**src/rtl/stdp_weight_update.sv**
```systemverilog
// ---------------------------------------------------------------------------
// stdp_weight_update
//
// Pair-based STDP learning stage for a single synapse. Two saturating trace
// counters record how many cycles ago the presynaptic and postsynaptic
// neurons last spiked. When one neuron spikes while its partner's trace is
// still inside the learning window, the weight is potentiated (post after
// pre) or depressed (pre after post). The step size halves every
// 2^TAU_LOG2 cycles of spike-time difference.
//
// Optional build macro: STDP_WEIGHT_DECAY_EN
//   When defined, an idle counter of DECAY_LOG2 bits drifts the weight by
//   one step toward W_INIT each time it wraps without an intervening spike.
//   This drift only happens while learn_en is high, and it does not pulse
//   update_flag.
//
// Ports:
//   clk          clock
//   rst_n        asynchronous active-low reset
//   pre_spike    presynaptic spike, one-cycle pulse
//   post_spike   postsynaptic spike, one-cycle pulse
//   learn_en     1 = weight updates allowed (trace counters always run)
//   weight       current synaptic weight, registered
//   update_flag  one-cycle pulse on an LTP/LTD event
//   ltp          direction of the last event (1 = potentiation)
//   time_diff    spike-time difference of the last event, registered
// ---------------------------------------------------------------------------
module stdp_weight_update #(
  parameter int WEIGHT_W   = 8,
  parameter int W_INIT     = 64,
  parameter int A_MAX      = 16,
  parameter int TAU_LOG2   = 2,
  parameter int WINDOW     = 16,
  parameter int CNT_W      = 5,
  parameter int DECAY_LOG2 = 6
) (
  input  logic                clk,
  input  logic                rst_n,
  input  logic                pre_spike,
  input  logic                post_spike,
  input  logic                learn_en,
  output logic [WEIGHT_W-1:0] weight,
  output logic                update_flag,
  output logic                ltp,
  output logic [CNT_W-1:0]    time_diff
);

  localparam logic [CNT_W-1:0]    WIN_C   = CNT_W'(WINDOW);
  localparam logic [WEIGHT_W-1:0] INIT_C  = WEIGHT_W'(W_INIT);
  localparam logic [WEIGHT_W-1:0] AMAX_C  = WEIGHT_W'(A_MAX);
  localparam logic [WEIGHT_W-1:0] WMAX_C  = {WEIGHT_W{1'b1}};

  // -------------------------------------------------------------------------
  // State
  // -------------------------------------------------------------------------
  logic [CNT_W-1:0]    pre_cnt_q,  pre_cnt_d;
  logic [CNT_W-1:0]    post_cnt_q, post_cnt_d;
  logic [WEIGHT_W-1:0] weight_q,   weight_d;
  logic                flag_q,     flag_d;
  logic                ltp_q,      ltp_d;
  logic [CNT_W-1:0]    tdiff_q,    tdiff_d;

  // -------------------------------------------------------------------------
  // Trace counters: restart at 0 on a spike, otherwise count up and stick at
  // WINDOW, which marks the trace as no longer usable for pairing.
  // -------------------------------------------------------------------------
  always_comb begin
    pre_cnt_d  = pre_cnt_q;
    post_cnt_d = post_cnt_q;
    if (pre_spike)
      pre_cnt_d = '0;
    else if (pre_cnt_q < WIN_C)
      pre_cnt_d = pre_cnt_q + CNT_W'(1);
    if (post_spike)
      post_cnt_d = '0;
    else if (post_cnt_q < WIN_C)
      post_cnt_d = post_cnt_q + CNT_W'(1);
  end

  // -------------------------------------------------------------------------
  // Event detection and magnitude
  // -------------------------------------------------------------------------
  logic                pre_valid, post_valid;
  logic                ltp_evt, ltd_evt;
  logic [CNT_W-1:0]    partner_cnt;
  logic [CNT_W-1:0]    dt;
  logic [WEIGHT_W-1:0] mag;
  logic [WEIGHT_W:0]   sum_w, diff_w;

  assign pre_valid  = (pre_cnt_q  < WIN_C);
  assign post_valid = (post_cnt_q < WIN_C);

  // Simultaneous spikes are excluded from both directions.
  assign ltp_evt = post_spike & ~pre_spike & pre_valid;
  assign ltd_evt = pre_spike & ~post_spike & post_valid;

  // The partner counter was cleared on the partner's spike edge, so it lags
  // the true spike-time difference by one: dt = cnt + 1, and the decay bin
  // index (dt-1) >> TAU_LOG2 is simply cnt >> TAU_LOG2.
  assign partner_cnt = post_spike ? pre_cnt_q : post_cnt_q;
  assign dt          = partner_cnt + CNT_W'(1);
  assign mag         = AMAX_C >> (partner_cnt >> TAU_LOG2);

  // One extra bit catches carry out of the sum and borrow out of the
  // difference so the weight clamps instead of wrapping.
  assign sum_w  = {1'b0, weight_q} + {1'b0, mag};
  assign diff_w = {1'b0, weight_q} - {1'b0, mag};

  // -------------------------------------------------------------------------
  // Optional idle-decay toward W_INIT
  // -------------------------------------------------------------------------
  logic decay_tick;

`ifdef STDP_WEIGHT_DECAY_EN
  logic [DECAY_LOG2-1:0] idle_q, idle_d;

  always_comb begin
    idle_d = idle_q + DECAY_LOG2'(1);
    if (pre_spike || post_spike)
      idle_d = '0;
  end

  // Wrap happens only on a spike-free cycle, so it never coincides with an
  // LTP/LTD event.
  assign decay_tick = ~(pre_spike | post_spike) & (&idle_q);

  always_ff @(posedge clk or negedge rst_n) begin
    if (!rst_n)
      idle_q <= '0;
    else
      idle_q <= idle_d;
  end
`else
  logic unused_cfg;

  assign decay_tick = 1'b0;
  // Keeps the decay period parameter referenced when the drift is compiled out.
  assign unused_cfg = (DECAY_LOG2 > 0);
`endif

  // -------------------------------------------------------------------------
  // Weight / event output next-state
  // -------------------------------------------------------------------------
  always_comb begin
    weight_d = weight_q;
    flag_d   = 1'b0;
    ltp_d    = ltp_q;
    tdiff_d  = tdiff_q;
    if (learn_en) begin
      if (ltp_evt) begin
        weight_d = sum_w[WEIGHT_W] ? WMAX_C : sum_w[WEIGHT_W-1:0];
        flag_d   = 1'b1;
        ltp_d    = 1'b1;
        tdiff_d  = dt;
      end else if (ltd_evt) begin
        weight_d = diff_w[WEIGHT_W] ? '0 : diff_w[WEIGHT_W-1:0];
        flag_d   = 1'b1;
        ltp_d    = 1'b0;
        tdiff_d  = dt;
      end else if (decay_tick) begin
        if (weight_q > INIT_C)
          weight_d = weight_q - WEIGHT_W'(1);
        else if (weight_q < INIT_C)
          weight_d = weight_q + WEIGHT_W'(1);
      end
    end
  end

  always_ff @(posedge clk or negedge rst_n) begin
    if (!rst_n) begin
      pre_cnt_q  <= WIN_C;
      post_cnt_q <= WIN_C;
      weight_q   <= INIT_C;
      flag_q     <= 1'b0;
      ltp_q      <= 1'b0;
      tdiff_q    <= '0;
    end else begin
      pre_cnt_q  <= pre_cnt_d;
      post_cnt_q <= post_cnt_d;
      weight_q   <= weight_d;
      flag_q     <= flag_d;
      ltp_q      <= ltp_d;
      tdiff_q    <= tdiff_d;
    end
  end

  assign weight      = weight_q;
  assign update_flag = flag_q;
  assign ltp         = ltp_q;
  assign time_diff   = tdiff_q;

endmodule

```
**config.mk**
```make
export PLATFORM = sky130hd
export DESIGN_NAME = stdp_weight_update
export DESIGN_NICKNAME = d
export VERILOG_FILES = /design/src/rtl/stdp_weight_update.sv
export SDC_FILE = /design/constraint.sdc
export NUM_CORES = 1
export LEC_CHECK = 0
export ABC_AREA = 1
export BUFFER_PORTS_ARGS = -buffer_cell sky130_fd_sc_hd__buf_2
export CORE_AREA = 2 2 60 76
export CTS_CLUSTER_SIZE = 30
export DETAILED_ROUTE_END_ITERATION = 8
export DIE_AREA = 0 0 62 78
export GPL_TIMING_DRIVEN = 0
export PLACE_DENSITY = 0.78
export SLEW_MARGIN = 5
export SYNTH_ARGS = -nofsm -noshare
export SYNTH_HDL_FRONTEND = slang
export SYNTH_SLANG_ARGS = --single-unit
```
**constraint.sdc**
```tcl
create_clock -name clk -period 4.8 [get_ports clk]
set_input_delay 0.24 -clock clk [delete_from_list [all_inputs] [get_ports clk]]
set_output_delay 0.24 -clock clk [all_outputs]
set_load 0.01 [all_outputs]
```
After elaboration in Yosys (flattened, before gate mapping)
Cells that the tools add are included.

Bits of input ports: 5. Word-level logic and storage cells: 40. Register bits: 25. Output and inout bits: 15.

Magnitude comparators: 2. $add $sub $neg: 5. Multiplexer cells: 16. Bitwise logic cells: 6. Reductions and logical operators: 4. Shifts and indexed selects: 1.

Operator list (count): $mux 5 (7); $mux 8 (4); $add 5x1->5 const B (3); $lt 5x5->1 const B (2); $add 8x8->9 (1); $sub 8x8->9 (1); $shr 5x3->8 const A (1); $reduce_bool 2->1 (3); $mux 1 (5); $and 1x1->1 (4); $not 1->1 (2); $reduce_and 2->1 (1).

Depth between registers and ports, before layout
Gate-level depths: netlist of the first run.

Depth in word-level cells: 6. Depth in mapped cells: 18. Gate-level depth less buffers: 17.

Worst setup path before layout of the first run
OpenSTA, ideal clock, no wires.

Path type: register -> register. Start point: register post_cnt_q[4]. End point: register weight_q[5], in the netlist weight[5]. Data required time: 4.687 ns. Clock period less this slack: 2.428 ns. Path slack: 2.372 ns. Path buffers: 0. Stages on the path, launching flop included: 18. Arrival time: 2.315 ns. Setup time: 0.113 ns. Cell sequence: dfstp_2 -> inv_1 -> nand2_1 -> o21ai_1 -> nor3_1 -> ha_1 -> inv_1 -> fa_1 -> nand3_1 -> nand2_1 -> nand2_2 -> nand2_2 -> nand2_2 -> inv_2 -> nand2_1 -> nand3_1 -> nand2_1 -> inv_1.

Word-level cells in the longest chain between the ends: 6. Elaborated cells on any way between the ends: 12. Those cells by class: add/sub (2); order compare (1); shift (1); mux (5); bitwise (1); reduce/logical (2).

RTL lines: from (decl) (line 57) `logic [CNT_W-1:0] post_cnt_q, post_cnt_d;`; from (signal assigned) (line 179) `post_cnt_q <= post_cnt_d;`; $mux 5 (line 100) `assign partner_cnt = post_spike ? pre_cnt_q : post_cnt_q;`; $shr 5x3->8 (line 102) `assign mag = AMAX_C >> (partner_cnt >> TAU_LOG2);`; $sub 8x8->9 (line 107) `assign diff_w = {1'b0, weight_q} - {1'b0, mag};`; $mux 8 (line 156) `weight_d = diff_w[WEIGHT_W] ? '0 : diff_w[WEIGHT_W-1:0];`; $mux 8 (line 155) `end else if (ltd_evt) begin`; $mux 8 (line 150) `if (ltp_evt) begin`; to (signal assigned) (line 180) `weight_q <= weight_d;`; to (decl) (line 58) `logic [WEIGHT_W-1:0] weight_q, weight_d;`.

Parallel ways exist; a longest one is shown, timed or not. The select of a mux whose other input is x is not followed. A chain may end at the register's enable or synchronous reset.

Final worst setup path of the first run
Ends and elaborated chain as after synthesis.

==> results.py, run 1 <==
metrics = {
    "yosys": {
        "ys.flop_type": "dfrtp_1",
        "synth_cell_types": 37,
        "async_flop_share_pct": 100,
        "synth_cells": 268,
        "ys_ff_latch": 25,
        "synth_nets": 289,
        "synth_common_cells": "68 x nand2_1, 29 x nand3_1, 24 x inv_1",
        "syn_area_per_cell_um2": 7.37,
        "synth_area_leaders": "dfrtp_1 28%, nand2_1 13%, ha_1 8.9%",
        "netlist_area_um2": 1970,
        "synth_top_area_share_pct": 27.9,
        "yosys_warnings": 0,
        "synth.yosys.seq_area_share_pct": 31.9,
        "synth-edff-count": 0,
        "synth_most_common_cell": "nand2_1",
        "yosysTopAreaCell": "dfrtp_1",
    },
    "setup_path": {
        "rr_endpoint": "weight[5]",
        "slowest_stage": "dfstp_2",
        "critical_path.max_fanout": 6,
        "end_kind": "flop",
        "cpPeakStageDelay_ns": 0.54,
        "setup.worst_path.class": "reg2reg",
        "required_ns": 4.97,
        "worstPathCellList": "inv_1 > nand2_1 > o21ai_1 > nor3_1 > ha_1 > inv_1 > fa_1 > nand3_1 > nand2_1 > nand2_2 > nand2_2 > nand2_2 > inv_2 > nand2_1 > nand3_1 > nand2_1 > inv_1",
        "rr_startpoint": "post_cnt_q[4]",
        "r2r_cells": 17,
        "start_kind": "flop",
        "crit_path_end": "weight[5]",
        "rrSetupSlack_ns": 1.98,
        "crit_top_cell": "nand2_1",
        "crit_start": "post_cnt_q[4]",
        "arrival_ns": 2.99,
    },
    "sta": {
        "finalClockSkew_ns": 0.00192,
        "setup_tns_ns": 0,
        "slew_violations": 0,
        "max-slew-margin-rel_pct": 63.2,
        "fin_crit_ns": 2.82,
        "max_freq_ghz": 0.355,
        "tightest_slew_ns": 0.552,
        "rsz0062_at_grt": "no",
        "setup_viol": 0,
        "fin_crit_sh_pct": 58.7,
        "finalHoldViolations": 0,
    },
    "final_layout": {
        "multi_input_area_um2": 1150,
        "diodes": 0,
        "drive_above_1_share_pct": 22.3,
        "final_cells": 348,
        "synthToLayoutAreaGrowth_pct": 11.2,
        "n_fill_cell": 404,
        "nets": 314,
        "regArea_um2": 629,
        "final_util_pct": 54.0,
    },
    "routing": {
        "routedWlPerCell_um": 12.3,
        "drc_errors": 0,
        "first_iter_violations": 73,
        "first_pass_iters": 4,
        "vias": 1795,
        "antenna_left": 0,
        "wl_um": 4270,
        "viasPerCell": 5.16,
    },
    "grt": {
        "grt_pass1_wl_um": 7600,
        "grt_max_degree": 26,
        "antenna_found_initial": 0,
        "grt_pass1_vias": 1750,
        "gr-usage-all-layers_pct": 20.5,
        "grt.overflow.total": 0,
    },
    "die": {
        "io_pins": 20,
        "fp-row-count": 26,
        "die_w_um": 62,
        "coreArea_um2": 4070,
        "dieArea_um2": 4840,
        "die_h_um": 78,
        "start_util_pct": 48.6,
    },
    "pwr": {
        "vdd_drop_max_v": 0.000170,
        "powerDensity_nw_per_um2": 438,
        "power.total_mw": 0.962,
        "p_leak_nw": 1.11,
    },
    "flow_run": {
        "cap_violations": 0,
    },
    "cts": {
        "cts_setup_buffers": 0,
        "htree_levels": 1,
        "path_clk_slew_ns": 0.08,
        "cts_root_buf": "clkbuf_8",
        "cts_tree": "done",
        "cts_sinks": 25,
        "numCtsBuffers": 3,
        "worstSkewPairLatency_ns": 0.27,
        "clk_path_buf_depth": 2,
    },
    "placement": {
        "io_buffers": 19,
        "post-dp-hpwl_um": 3400,
        "place_congestion": 0.876,
        "dp_cells": 343,
    },
    "status": {
        "outcome": "finished clean",
    },
    "min_path": {
        "worstHoldPathType": "in2reg",
    },
}
==> routing by layer <==
metal | GRT usage (%) | vias up | wire, um
met5 | 0 | - | 0
met4 | 5.74 | 0 | 57
met1 | 26.7 | 840 | 1910
met2 | 34.5 | 31 | 2170
met3 | 2.33 | 5 | 133
li1 | - | 919 | -
==> how the worst min path moves through the flow <==
stage               from       endpoint  slack [ns]  cells after the start
2_1_floorplan      rst_n            ltp       -0.06                      0
3_3_place_gp       rst_n  post_cnt_q[0]        0.26                      1
3_5_place_dp       rst_n  post_cnt_q[0]        0.27                      1
4_1_cts        pre_spike   pre_cnt_q[4]        0.17                      2
5_1_grt        pre_spike   pre_cnt_q[4]        0.18                      2
6_report       pre_spike   pre_cnt_q[4]        0.18                      2
==> power by group <==
group	internal (mW)	switching [mW]
registers	0.257	0.0585
logic	0.202	0.319
clock network	0.0594	0.0660
==> worst max-delay path, delay by kind of cell, from the launching register on <==
kind | cells | cell delay [ns]
flip-flops | 1 | 0.54
buffers and inverters | 4 | 0.24
adder cells (fa/ha/maj) | 2 | 0.62
AND/OR/NAND/NOR | 10 | 1.21
AO/OA/AOI/OAI | 1 | 0.10
==> cell families after synthesis <==
| logic type | Yosys count | synth area share, % |
|---|---|---|
| simple gates | 146 | 34.4 |
| buf+inv | 44 | 9.82 |
| compound gates | 32 | 10.8 |
| flops | 25 | 31.9 |
| fa+ha+maj | 16 | 10.9 |
| xor+xnor | 5 | 2.22 |
==> stage by stage <==
step	hold WS [ns]	area [um^2]	worst slack, ns
floorplan	-0.0556	1970	2.37
global placement	0.257	2140	2.02
detailed placement	0.266	2140	2.00
CTS	0.171	2190	1.99
global route	0.182	2190	1.73
finish	0.177	2190	1.98
==> final cells by class <==
class                           count  area share (%)
Clock buffer                        4            2.05
Tap cell                           56            3.19
Sequential cell                    25            28.7
Multi-Input combinational cell    199            52.5
Buffer                              4            1.25
Timing Repair Buffer               20            4.79
Inverter                           40            7.58
==> sequential cells by signal (all words and copies together), names as in the netlist <==
signal       count
time_diff        5
ltp              1
weight           8
update_flag      1
pre_cnt_q        5
post_cnt_q       5
==> repair_timing <==
item | CTS | global route
resized for setup | 0 | 0
hold buffers | 1 | 0
hold endpoints to repair | 22 | 0
==> cells in the final DEF (no fill, tap or decap), types with 6 or more instances in the layout <==
cell type	n
nand2_1	68
nand3_1	29
inv_1	24
nor2_1	23
dfrtp_1	22
buf_2	20
inv_2	14
ha_1	14
o21ai_1	10
a21oi_1	7
nor3_1	6
(Power assumes the default switching activity.)
==> run 2, diff against run 1 <==
- clock period: 4.8 -> 3 ns (I/O delays scaled with it)
==> run 2 against run 1 <==
Effect of this change: die area stayed put; worst setup slack worse by 1.7 ns; routed wire length decreased by 0.16%; critical path type unchanged; clock skew barely moved; largest cell class unchanged; sequential share of layout area shrank 0.065 points; combinational power rose by 60%; sequential power is 59% higher.
==> results.py, run 2 (synthesis gave the netlist of run 1 again) <==
metrics = {
    "final_layout": {
        "mostFrequentLayoutCell": "nand2_1",
        "diodes": 0,
        "largest_register_ffs": 8,
        "final_cell_mix": "68 x nand2_1, 29 x nand3_1, 24 x inv_1",
        "synthToLayoutAreaGrowth_pct": 11.4,
        "final_util_pct": 54.1,
        "fin_area_um2": 2200,
        "nets": 314,
        "drive_above_1_share_pct": 22.6,
    },
    "routing": {
        "vias": 1777,
        "drc_errors": 0,
        "first_pass_iters": 4,
        "route.met3.wl_um": 100,
        "met1_length_um": 1920,
        "wl_um": 4270,
        "viasPerCell": 5.11,
        "first_iter_violations": 71,
        "top_layer": "met4",
        "antenna_left": 0,
        "dr_wl_met2_um": 2190,
        "routedWlPerCell_um": 12.3,
    },
    "grt": {
        "grt_pass1_vias": 1750,
        "grt_pass1_wl_um": 7600,
        "antenna_found_initial": 0,
        "grt.overflow.total": 0,
        "gr-usage-all-layers_pct": 20.5,
        "grt_max_degree": 26,
    },
    "cts": {
        "htree_levels": 1,
        "cts_root_buf": "clkbuf_8",
        "cts_setup_buffers": 0,
        "numCtsBuffers": 3,
        "path_clk_slew_ns": 0.08,
        "cts_tree": "done",
        "clk_path_buf_depth": 2,
        "cts_sinks": 25,
        "worstSkewPairLatency_ns": 0.27,
    },
    "placement": {
        "place_ws_ns": 0.205,
        "placed_cell_area_um2": 2140,
        "place_congestion": 0.876,
        "post-dp-hpwl_um": 3400,
        "io_buffers": 19,
    },
    "die": {
        "io_pins": 20,
        "dieArea_um2": 4840,
        "die_h_um": 78,
        "coreArea_um2": 4070,
        "start_util_pct": 48.6,
        "fp-row-count": 26,
        "die_w_um": 62,
    },
    "sta": {
        "fin_crit_sh_pct": 89.8,
        "tightest_slew_ns": 0.551,
        "max-slew-margin-rel_pct": 63.2,
        "finalClockSkew_ns": 0.00207,
        "slew_violations": 0,
        "finalHoldViolations": 0,
        "setup_tns_ns": 0,
        "fin_crit_ns": 2.69,
        "worst_slack_ns": 0.307,
        "rsz0062_at_grt": "no",
        "max_freq_ghz": 0.371,
        "setup_viol": 0,
    },
    "setup_path": {
        "slowest_stage": "dfstp_2",
        "arrival_ns": 2.87,
        "setup.worst_path.class": "reg2reg",
        "required_ns": 3.17,
        "cpPeakStageDelay_ns": 0.54,
        "crit_top_cell": "nand2_1",
        "worstPathCellList": "inv_1 > nand2_1 > o21ai_1 > nor3_2 > ha_1 > inv_1 > fa_1 > nand3_1 > nand2_1 > nand2_2 > nand2_2 > nand2_2 > inv_2 > nand2_1 > nand3_1 > nand2_1 > inv_1",
        "critical_path.max_fanout": 6,
        "end_kind": "flop",
        "start_kind": "flop",
    },
    "flow_run": {
        "cap_violations": 0,
    },
    "pwr": {
        "p_leak_nw": 1.11,
        "vdd_drop_max_v": 0.000273,
        "power.total_mw": 1.54,
        "powerDensity_nw_per_um2": 700,
    },
    "status": {
        "outcome": "finished clean",
    },
    "min_path": {
        "worstHoldPathType": "in2reg",
    },
}
-- run 2: stage by stage --
step / cells / hold WS, ns
6_report: 348 / 0.0868
4_1_cts: 348 / 0.0806
2_1_floorplan: 268 / -0.146
3_3_place_gp: 343 / 0.167
5_1_grt: 348 / 0.0924
3_5_place_dp: 343 / 0.176
-- run 2: cell type report --
class | instances | area [um^2]
Fill cell | 403 | 1870
Timing Repair Buffer | 20 | 105
Inverter | 40 | 166
Buffer | 4 | 27.5
Sequential cell | 25 | 629
Tap cell | 56 | 70.1
Multi-Input combinational cell | 199 | 1160
Clock buffer | 4 | 45.0
-- run 2: what timing repair did --
item / in CTS / in global routing
resized for setup: 0 / 1
hold endpoints to repair: 22 / 0
endpoints found under the setup margin: 0 / 1
hold buffers: 1 / 0
-- run 2: final timing paths --
check                      cells after the start           from       endpoint  slack (ns)
max                                           17  post_cnt_q[4]      weight[5]        0.31
min                                            2      pre_spike   pre_cnt_q[4]        0.09
max reg2reg                                   17  post_cnt_q[4]      weight[5]        0.31
min reg2reg                                    2   time_diff[1]   time_diff[1]        0.49
max in group asynchronous                      2          rst_n   pre_cnt_q[4]        2.23
min in group asynchronous                      2          rst_n  post_cnt_q[0]        0.40
-- run 2: routing by layer --
metal  track usage (%)  up-vias
li1                  -      917
met1              26.7      834
met2              34.5       21
met3              2.33        5
met4              5.74        0
met5                 0        -
-- run 2: worst max-delay path, delay by kind of cell, from the launching register on --
kind                     cells  cell delay, ns
AND/OR/NAND/NOR             10            1.11
buffers and inverters        4            0.25
flip-flops                   1            0.54
adder cells (fa/ha/maj)      2            0.59
AO/OA/AOI/OAI                1            0.12
-- run 2: where the power goes --
group | leakage [nW] | internal, mW | total, mW | switching (mW)
registers | 0.309 | 0.411 | 0.504 | 0.0931
logic | 0.781 | 0.324 | 0.834 | 0.510
clock network | 0.0228 | 0.0951 | 0.201 | 0.106
==> run 3, diff against run 2 <==
- BUFFER_PORTS_ARGS: -buffer_cell sky130_fd_sc_hd__buf_2 -> -buffer_cell sky130_fd_sc_hd__buf_4
- PLACE_DENSITY: 0.78 -> 0.81
- clock period: 3 -> 2.19 ns (I/O delays scaled with it)
==> run 3 against run 2 <==
Effect of this change: the run now ends with negative setup slack left; die area stayed put; routed wire length is 21% higher; final cell count is 4.3% higher; largest cell class unchanged; sequential share of layout area is 4.0 points lower.
==> results.py, run 3 (synthesis gave the netlist of run 1 again) <==
metrics = {
    "cts": {
        "htree_levels": 1,
        "cts_tree": "done",
        "worstSkewPairLatency_ns": 0.27,
        "path_clk_slew_ns": 0.08,
        "cts_sinks": 25,
        "clk_path_buf_depth": 2,
        "cts_root_buf": "clkbuf_8",
        "numCtsBuffers": 3,
    },
    "placement": {
        "io_buffers": 19,
        "place_ws_ns": -0.327,
        "place_congestion": 0.890,
        "dp_cells": 343,
        "placed_cell_area_um2": 2210,
        "post-dp-hpwl_um": 3440,
    },
    "grt": {
        "grt_max_degree": 26,
        "grt_pass1_wl_um": 7710,
        "grt_pass1_vias": 1805,
        "grt.overflow.total": 0,
        "antenna_found_initial": 0,
        "gr-usage-all-layers_pct": 20.8,
    },
    "pwr": {
        "power.total_mw": 2.48,
        "powerDensity_nw_per_um2": 971,
        "p_leak_nw": 1.24,
        "vdd_drop_max_v": 0.000387,
    },
    "final_layout": {
        "drive_above_1_share_pct": 34.5,
        "final_cell_mix": "62 x nand2_1, 33 x buf_4, 26 x nand3_1",
        "final_cells": 363,
        "final_util_pct": 62.9,
        "fin_area_um2": 2560,
        "largest_register_ffs": 8,
        "mostFrequentLayoutCell": "nand2_1",
        "synthToLayoutAreaGrowth_pct": 29.5,
        "diodes": 0,
        "nets": 329,
    },
    "setup_path": {
        "start_kind": "flop",
        "required_ns": 2.33,
        "setup.worst_path.class": "reg2reg",
        "arrival_ns": 2.49,
        "critical_path.max_fanout": 4,
        "end_kind": "flop",
    },
    "die": {
        "start_util_pct": 48.6,
        "die_w_um": 62,
        "dieArea_um2": 4840,
        "coreArea_um2": 4070,
        "die_h_um": 78,
        "io_pins": 20,
        "fp-row-count": 26,
    },
    "sta": {
        "max_freq_ghz": 0.427,
        "max-slew-margin-rel_pct": 78.3,
        "setup_viol": 8,
        "slew_violations": 0,
        "setup_tns_ns": -0.927,
        "tightest_slew_ns": 0.326,
        "finalClockSkew_ns": 0.00366,
        "worst_slack_ns": -0.154,
        "fin_crit_ns": 2.34,
        "finalHoldViolations": 0,
        "timing.hold.ws_ns": 0.0160,
        "rsz0062_at_grt": "yes",
        "fin_crit_sh_pct": 107,
    },
    "routing": {
        "routedWlPerCell_um": 14.2,
        "wl_um": 5150,
        "antenna_left": 0,
        "drc_errors": 0,
        "first_pass_iters": 4,
        "viasPerCell": 5.37,
        "first_iter_violations": 92,
        "vias": 1950,
    },
    "status": {
        "outcome": "complete, but fails checks",
        "violations": "negative setup slack",
    },
    "flow_run": {
        "cap_violations": 0,
    },
    "min_path": {
        "worstHoldPathType": "in2reg",
    },
}
-- run 3: worst max-delay path, cell delays in order (launching register included) --
cell	delay [ns]
dfstp_2	0.57
inv_4	0.05
nand2_4	0.08
o21ai_4	0.07
nor3_4	0.23
ha_2	0.20
inv_2	0.03
fa_2	0.35
nand3_2	0.10
nand2_2	0.06
nand2_4	0.08
nand2_4	0.07
nand2_4	0.09
inv_4	0.06
nand2_1	0.08
a31oi_1	0.10
-- run 3: path summary, 6_finish.rpt --
| check | from | to | slack, ns | depth (start not counted) |
|---|---|---|---|---|
| max | post_cnt_q[4] | weight[2] | -0.15 | 15 |
| min | pre_spike | pre_cnt_q[4] | 0.02 | 2 |
| max reg2reg | post_cnt_q[4] | weight[2] | -0.15 | 15 |
| min reg2reg | time_diff[1] | time_diff[1] | 0.50 | 2 |
| max in group asynchronous | rst_n | weight[6] | 1.63 | 2 |
| min in group asynchronous | rst_n | post_cnt_q[2] | 0.27 | 2 |
-- run 3: metal layers --
layer | GRT usage, % | vias up | part of all wire, %
li1 | - | 948 | -
met4 | 8.09 | 0 | 2.1
met1 | 24.7 | 933 | 38
met2 | 35.9 | 59 | 56
met5 | 0 | - | 0
met3 | 3.17 | 10 | 4.3
-- run 3: where the power goes --
part           total (mW)  internal (mW)  switching (mW)
Clock               0.273          0.130           0.143
Combinational        1.49          0.643           0.851
Sequential          0.716          0.563           0.153
Total                2.48           1.34            1.15
-- run 3: what timing repair did --
action | 4_1_cts | 5_1_grt
setup endpoints to repair | 8 | 8
resized for setup | 21 | 22
pin swaps | 16 | 15
buffers inserted | 6 | 9
hold buffers | 1 | 0
endpoints found under the hold margin | 22 | 0
-- run 3: area by class of cell --
| type | count | area (um^2) |
|---|---|---|
| buffer | 4 | 31.3 |
| clock buffer | 4 | 45.0 |
| fill | 342 | 1510 |
| inverter | 40 | 174 |
| multi-input combinational | 199 | 1330 |
| sequential | 25 | 629 |
| tap | 56 | 70.1 |
| timing repair buffer | 35 | 277 |
